## src/rtl/bypass_fifo_path.sv

```systemverilog
// Single-clock FIFO with an optional zero-latency bypass when empty.
// Push/pop strobes, pointers and error pulses are exported for checking.
module bypass_fifo_path #(
    parameter int unsigned DWIDTH    = 8,
    parameter int unsigned DEPTH     = 4,
    parameter int unsigned SLACK     = 0,
    parameter bit          BYPASS_EN = 1'b1,
    localparam int unsigned PWIDTH   = $clog2(DEPTH),
    localparam int unsigned CWIDTH   = $clog2(DEPTH) + 1
) (
    input  logic              clk,
    input  logic              rst_n,
    input  logic              valid_i,
    input  logic [DWIDTH-1:0] data_i,
    output logic              stall_o,
    output logic              req_o,
    input  logic              gnt_i,
    output logic [DWIDTH-1:0] data_o,
    input  logic              flush_i,
    output logic              write_i,
    output logic              read_i,
    output logic              empty,
    output logic              full,
    output logic [PWIDTH-1:0] rd_ptr,
    output logic [PWIDTH-1:0] wr_ptr,
    output logic [CWIDTH-1:0] count_o,
    output logic              overflow_o,
    output logic              underflow_o
);

    logic [DWIDTH-1:0] mem_q [DEPTH];
    logic [PWIDTH-1:0] rd_ptr_q, rd_ptr_d;
    logic [PWIDTH-1:0] wr_ptr_q, wr_ptr_d;
    logic [CWIDTH-1:0] count_q, count_d;
    logic              bypass;

    assign rd_ptr  = rd_ptr_q;
    assign wr_ptr  = wr_ptr_q;
    assign count_o = count_q;
    assign empty   = (count_q == '0);
    assign full    = (count_q == CWIDTH'(DEPTH));
    assign stall_o = (count_q >= CWIDTH'(DEPTH - SLACK));

    assign bypass      = BYPASS_EN && empty && valid_i && !flush_i;
    assign req_o       = !flush_i && (!empty || bypass);
    assign read_i      = gnt_i && !empty && !flush_i;
    // A bypassed word that is granted goes straight through and never occupies storage.
    assign write_i     = valid_i && !flush_i && !(bypass && gnt_i) && (!full || read_i);
    assign overflow_o  = valid_i && full && !read_i && !flush_i;
    assign underflow_o = gnt_i && !req_o && !flush_i;

    always_comb begin
        data_o = '0;
        if (bypass) begin
            data_o = data_i;
        end else if (!empty) begin
            data_o = mem_q[rd_ptr_q];
        end
    end

    always_comb begin
        rd_ptr_d = rd_ptr_q;
        wr_ptr_d = wr_ptr_q;
        count_d  = count_q;
        if (flush_i) begin
            rd_ptr_d = '0;
            wr_ptr_d = '0;
            count_d  = '0;
        end else begin
            // DEPTH is a power of two, so pointer wrap is plain overflow.
            if (read_i)  rd_ptr_d = rd_ptr_q + 1'b1;
            if (write_i) wr_ptr_d = wr_ptr_q + 1'b1;
            case ({write_i, read_i})
                2'b10:   count_d = count_q + 1'b1;
                2'b01:   count_d = count_q - 1'b1;
                default: count_d = count_q;
            endcase
        end
    end

    always_ff @(posedge clk or negedge rst_n) begin
        if (!rst_n) begin
            rd_ptr_q <= '0;
            wr_ptr_q <= '0;
            count_q  <= '0;
        end else begin
            rd_ptr_q <= rd_ptr_d;
            wr_ptr_q <= wr_ptr_d;
            count_q  <= count_d;
        end
    end

    // Storage is never cleared; occupancy alone decides what is visible.
    always_ff @(posedge clk) begin
        if (write_i) begin
            mem_q[wr_ptr_q] <= data_i;
        end
    end

endmodule

```

## config.mk

```make
export PLATFORM = sky130hd
export DESIGN_NAME = bypass_fifo_path
export DESIGN_NICKNAME = d
export VERILOG_FILES = /design/src/rtl/bypass_fifo_path.sv
export SDC_FILE = /design/constraint.sdc
export NUM_CORES = 1
export LEC_CHECK = 0
export CORE_MARGIN = 5
export CORE_UTILIZATION = 51
export CTS_CLUSTER_DIAMETER = 40
export DETAILED_ROUTE_END_ITERATION = 16
export MAX_ROUTING_LAYER = met4
export PLACE_DENSITY = 0.79
export SETUP_SLACK_MARGIN = 0.02
export SLEW_MARGIN = 10
export SYNTH_ARGS = -nofsm -noshare
export SYNTH_HDL_FRONTEND = slang
export SYNTH_SLANG_ARGS = --single-unit
```

## constraint.sdc

```tcl
create_clock -name clk -period 2.45 [get_ports clk]
set_input_delay 0.245 -clock clk [delete_from_list [all_inputs] [get_ports clk]]
set_output_delay 0.245 -clock clk [all_outputs]
set_load 0.02 [all_outputs]
```

=== Yosys cells after proc, flatten, opt, wreduce, memory -nomap -nowiden ===
Memories as Yosys holds them, arrays and structs flattened.
Cells that the tools add are included.

* Output and inout port bits: 23
* Flip-flop bits (word level): 7
* RAM bits: 32
* Memories: 1
* Word-level logic and storage cells: 48
* Input bits: 13

{| class="wikitable"
|+ Memories
! memory !! depth !! bits a word !! rd ports !! clocked after memory_dff !! wr ports !! RTL line !! RTL
|-
| mem_q || 4 || 8 || 1 || 0 || 1 || 31 || <nowiki>logic [DWIDTH-1:0] mem_q [DEPTH];</nowiki>
|}

* Reductions and logical operators: 26
* $add $sub $neg: 4
* Equality and inequality tests: 3
* Multiplexer cells: 10
* Order comparisons: 1

{| class="wikitable"
|+ Operator list
! cell !! number
|-
| $mux 8 || 2
|-
| $logic_and 1x1->1 || 14
|-
| $mux 2 || 4
|-
| $logic_not 1->1 || 6
|-
| $pmux 3 s2 || 1
|-
| $add 2x1->2 const B || 2
|-
| $reduce_bool 2->1 || 2
|-
| $add 3x1->3 const B || 1
|-
| $eq 3x3->1 const B || 1
|-
| $ge 3x3->1 const B || 1
|-
| $logic_not 3->1 || 1
|-
| $mux 3 || 1
|-
| $reduce_bool 3->1 || 1
|-
| $sub 3x1->3 const B || 1
|-
| $eq 2x1->1 const B || 1
|-
| $eq 2x2->1 const B || 1
|-
| $logic_or 1x1->1 || 2
|-
| $mux 1 || 2
|}

=== Longest topological paths before layout ===
* Word-level depth: 10
* Gate-level depth with buffers: 9
* Gate-level depth less buffers: 8

=== Least setup slack after synthesis ===
OpenSTA, ideal clock, no wires.

* Path kind: flip-flop to flip-flop
* From: register count_q[2], in the netlist count_o[2]
* To: register count_q[2], in the netlist count_o[2]
* Setup time: 0.094 ns
* Arrival: 2.046 ns
* Slack: 0.310 ns
* Cell stages (with the launch flop): 9
* Data required time: 2.356 ns
* Path buffers: 1
* Path through: dfrtp_1 > buf_4 > or3_1 > inv_2 > or3_1 > fa_1 > nor2_1 > a221oi_1 > a211oi_1

* Longest elaborated chain between the ends: 10
* Elaborated cells between the ends (all ways): 20
* Those cells by class: add/sub: 2; eq/ne: 3; mux: 2; reduce/logical: 13

{| class="wikitable"
|+ RTL lines
! what !! RTL line !! RTL
|-
| start: declaration || 34 || <nowiki>logic [CWIDTH-1:0] count_q, count_d;</nowiki>
|-
| start signal: assignment || 89 || <nowiki>count_q <= count_d;</nowiki>
|-
| $logic_not 3->1 * || 40 || <nowiki>assign empty = (count_q == '0);</nowiki>
|-
| via empty || 22 || <nowiki>output logic empty,</nowiki>
|-
| $logic_and 1x1->1 (2 in series) || 44 || <nowiki>assign bypass = BYPASS_EN && empty && valid_i && !flush_i;</nowiki>
|-
| $logic_and 1x1->1 || 48 || <nowiki>assign write_i = valid_i && !flush_i && !(bypass && gnt_i) && (!full || read_i);</nowiki>
|-
| $logic_not 1->1 || 48 ||
|-
| $logic_and 1x1->1 (2 in series) || 48 ||
|-
| $eq 2x1->1 / $eq 2x2->1 (equally long branches) || 73 || <nowiki>case ({write_i, read_i})</nowiki>
|-
| $pmux 3 s2 || 73 ||
|-
| $mux 3 || 65 || <nowiki>if (flush_i) begin</nowiki>
|}

The timed path passes the listed nets; every way through them passes the cells marked *.
A chain may end at the register's enable or synchronous reset.

=== Final worst setup path ===
* From: register count_q[2], in the netlist count_o[2]
* To: output write_i

* Longest elaborated chain between the ends: 7
* Elaborated cells between the ends (all ways): 13
* Those cells by class: eq/ne: 1; reduce/logical: 12

{| class="wikitable"
|+ RTL lines
! what !! RTL line !! RTL
|-
| $logic_not 3->1 || 40 ||
|-
| $logic_and 1x1->1 (2 in series) || 44 ||
|-
| $logic_and 1x1->1 || 48 ||
|-
| $logic_not 1->1 || 48 ||
|-
| $logic_and 1x1->1 || 48 ||
|-
| $logic_and 1x1->1 * || 48 ||
|-
| end: declaration || 20 || <nowiki>output logic write_i,</nowiki>
|}

Mark *: on every way between the ends. The rest lies on a longest branch, timed or not.

==> flow_summary_export.csv <==
group,metric,value,unit
die,initial_core_util,53.63,%
synth,synth_nets,154,
power_and_ir_drop,power.density,652.4,nW/um2
worst_setup_path,crit_path_end_kind,"output pin",
worst_setup_path,cp.required,2.20,ns
clocking,cts_buffer_depth,2,
power_and_ir_drop,p_leak,0.0009785,uW
drt,first_pass_iters,5,
grt,grt_usage,16.92,%
worst_setup_path,slowest_delay,0.66,ns
die,core-area,3416,um2
worst_setup_path,start_kind,"register",
synth,ys_warn_count,0,
grt,grt_max_degree,13,
drt,via_per_inst,5.382,
grt,grt_overflow,0,
sta,relSlewSlack,67.38,%
synth,ys_ff_latch,39,
synth,yosys.area_share.simple,13.80,%
sta,finalCritPeriodShare,94.96,%
sta,setup-violations-final,0,
sta,finalClockSkew,0.003227,ns
layout,final_cell_count_no_fill,228,
drt,ant_nets,0,
worst_setup_path,worstPathMaxFanout,7,
synth,synth_adder_area_share,3.825,%
synth,avgSynthCellArea,13.47,um2
place,dp_hpwl,2807,um
die,dieArea,4890,um2
layout,final_util,69.27,%
synth,synth_xor_area_share,2.391,%
grt,first_global_vias,1284,
drt,vias,1227,
run_status,status,"finished, final reports clean",
layout,syn_to_final_growth,29.17,%
sta,period_minus_slack,2.326,ns
synth,synthFlopType,"edfxtp_1",
clocking,cts_sinks,39,
layout,antennaDiodeCount,0,
clocking,htreeDepth,2,
sta,max_freq,429.8,MHz
clocking,cts_tree,"done",
place,placedCellCount,217,
synth,synthMuxAreaShare,10.38,%
die,die_w,69.93,um
synth,synthArstFlopShare,17.95,%
drt,drtIter0Drc,120,
layout,final_cell_mix,"edfxtp_1 (32), clkdlybuf4s50_1 (27), nand2_1 (20), buf_4 (12), nor2_1 (11)",
worst_setup_path,critPathSlowestCell,"clkdlybuf4s50_1",
worst_hold_path,hp-class,"in -> async",
synth,synth-compound-area-share,3.347,%
sta,slew_violations,0,
layout,final_nets,199,
sta,final_hold_viol_count,0,
synth,synth_seq_area_share,62.02,%
die,core.rowCount,21,
place,place_ws,0.03474,ns
layout,final_common_cell,"edfxtp_1",
synth,postSynthCellCount,136,
place,port_buffers,35,
die,die_y,69.93,um
sta,finalSetupTns,0,ns
sta,worst_pin_slew,0.4893,ns
synth,syn_area,1832,um2
synth,synth_top_family_by_area,"simple AND/OR/NAND/NOR gates",
drt,drt-total-wl,3781,um
worst_setup_path,cp_cell_sequence,"buf_4 -> xnor2_1 -> o31a_1 -> clkdlybuf4s50_1",
synth,ys_types,32,
worst_setup_path,r2r_slack,0.34,ns
worst_setup_path,reg2reg_depth,7,
clocking,path_clk_slew,0.11,ns
drt,wire_per_inst,16.58,um
sta,rsz0062_at_grt,"no",
worst_setup_path,crit_type,"reg -> out",
clocking,cts_buffers,5,
drt,drcViolationCount,0,
grt,grt_antenna_before_repair,0,
power_and_ir_drop,irDropWorstVdd,0.3772,mV
clocking,clk_latency,0.34,ns
run,drv_cap,0,
clocking,cts_root_buf,"clkbuf_4",
synth,synth_edf_count,32,
worst_setup_path,cp.arrival,2.08,ns
layout,drive_above_1_share,17.58,%
sta,setup_ws,0.1236,ns
place,gp_congestion,0.8742,
die,io_pins,36,
grt,grt_pass1_wl,6099,um
layout,num-fill-cells,258,
## synthesized netlist by cell type (2+ instances only)
| cell type | number | area [um2] |
|---|---|---|
| and2_1 | 4 | 25.02 |
| buf_2 | 2 | 10.01 |
| buf_4 | 4 | 30.03 |
| clkbuf_1 | 2 | 7.510 |
| dfrtp_1 | 7 | 175.2 |
| edfxtp_1 | 32 | 960.9 |
| ha_1 | 4 | 50.05 |
| inv_1 | 6 | 22.52 |
| mux4_2 | 8 | 180.2 |
| nand2_1 | 20 | 75.07 |
| nand3_1 | 9 | 45.04 |
| nor2_1 | 11 | 41.29 |
| nor3_1 | 2 | 10.01 |
| o21ai_0 | 3 | 15.01 |
| or3_1 | 2 | 12.51 |
| xnor2_1 | 3 | 26.28 |
| xor2_1 | 2 | 17.52 |
## flip-flops by register name, indices dropped and copies added (netlist names)
name and count:
mem_q 32, wr_ptr 2, rd_ptr 2, count_o 3
## final timing paths
kind | from | to
setup / recovery | count_o[2]$_DFFE_PN0P_ | write_i
hold reg to reg | wr_ptr[0]$_DFFE_PN0P_ | wr_ptr[0]$_DFFE_PN0P_
min in group clk | data_i[1] | mem_q[3][1]$_DFFE_PP_
hold / removal | rst_n | count_o[2]$_DFFE_PN0P_
max in group asynchronous | rst_n | rd_ptr[0]$_DFFE_PN0P_
setup reg to reg | count_o[2]$_DFFE_PN0P_ | count_o[2]$_DFFE_PN0P_
## power by group
part	switching (uW)	total [uW]	internal [uW]	leakage [uW]
sequential	14.5	758	744	0.000385
clock	198	338	139	0.0000353
combinational	237	448	211	0.000559
## cells by family (layout without fill, tap and decap cells)
kind of cell,after synthesis,after routing
XOR/XNOR,5,5
buffers and inverters,16,62
adder cells (fa/ha/maj),5,5
AND/OR/NAND/NOR,53,53
AO/OA/AOI/OAI,9,9
multiplexers,9,9
flip-flops,39,39
## repair_timing
| item | 4_1_cts | 5_1_grt |
|---|---|---|
| resized for setup | 2 | 8 |
| setup buffers | 0 | 3 |
| cloned | 0 | 0 |
| setup endpoints to repair | 8 | 9 |
| hold buffers | 0 | 0 |
| pin swaps | 0 | 1 |
## layout make-up
class | count | area [um2] | share of cell area [%]
sequential | 39 | 1136 | 48.02
multi-input combinational | 81 | 623.1 | 26.34
timing repair buffer | 47 | 460.4 | 19.46
tap | 46 | 57.56 | 2.433
clock buffer | 7 | 55.05 | 2.327
inverter | 7 | 28.78 | 1.216
clock inverter | 1 | 5.005 | 0.2115
## metrics by stage
stage,hold slack [ns],total power [uW],cell area [um2]
6_report,0.1581,1544,2366
5_1_grt,0.1397,1635,2366
4_1_cts,0.1417,1564,2323
3_5_place_dp,0.5309,1219,2256
3_3_place_gp,0.5314,1207,2256
2_1_floorplan,-0.05059,1021,1832
## worst max-delay path: cells and delay by family, from the launching register on
kind | cells | cell delay, ns
flops | 1 | 0.42
xor+xnor | 1 | 0.20
compound gates | 1 | 0.29
buf+inv | 2 | 0.83
## metal layers
layer	global-route usage [%]	wire length (um)	share of wire, %
met1	18.89	1518	40
met2	29.38	2043	54
met3	3.587	211	5.6
met4	7.021	8	0.21
met5	-	0	0
Note: power is estimated with default switching activity, not from simulation.
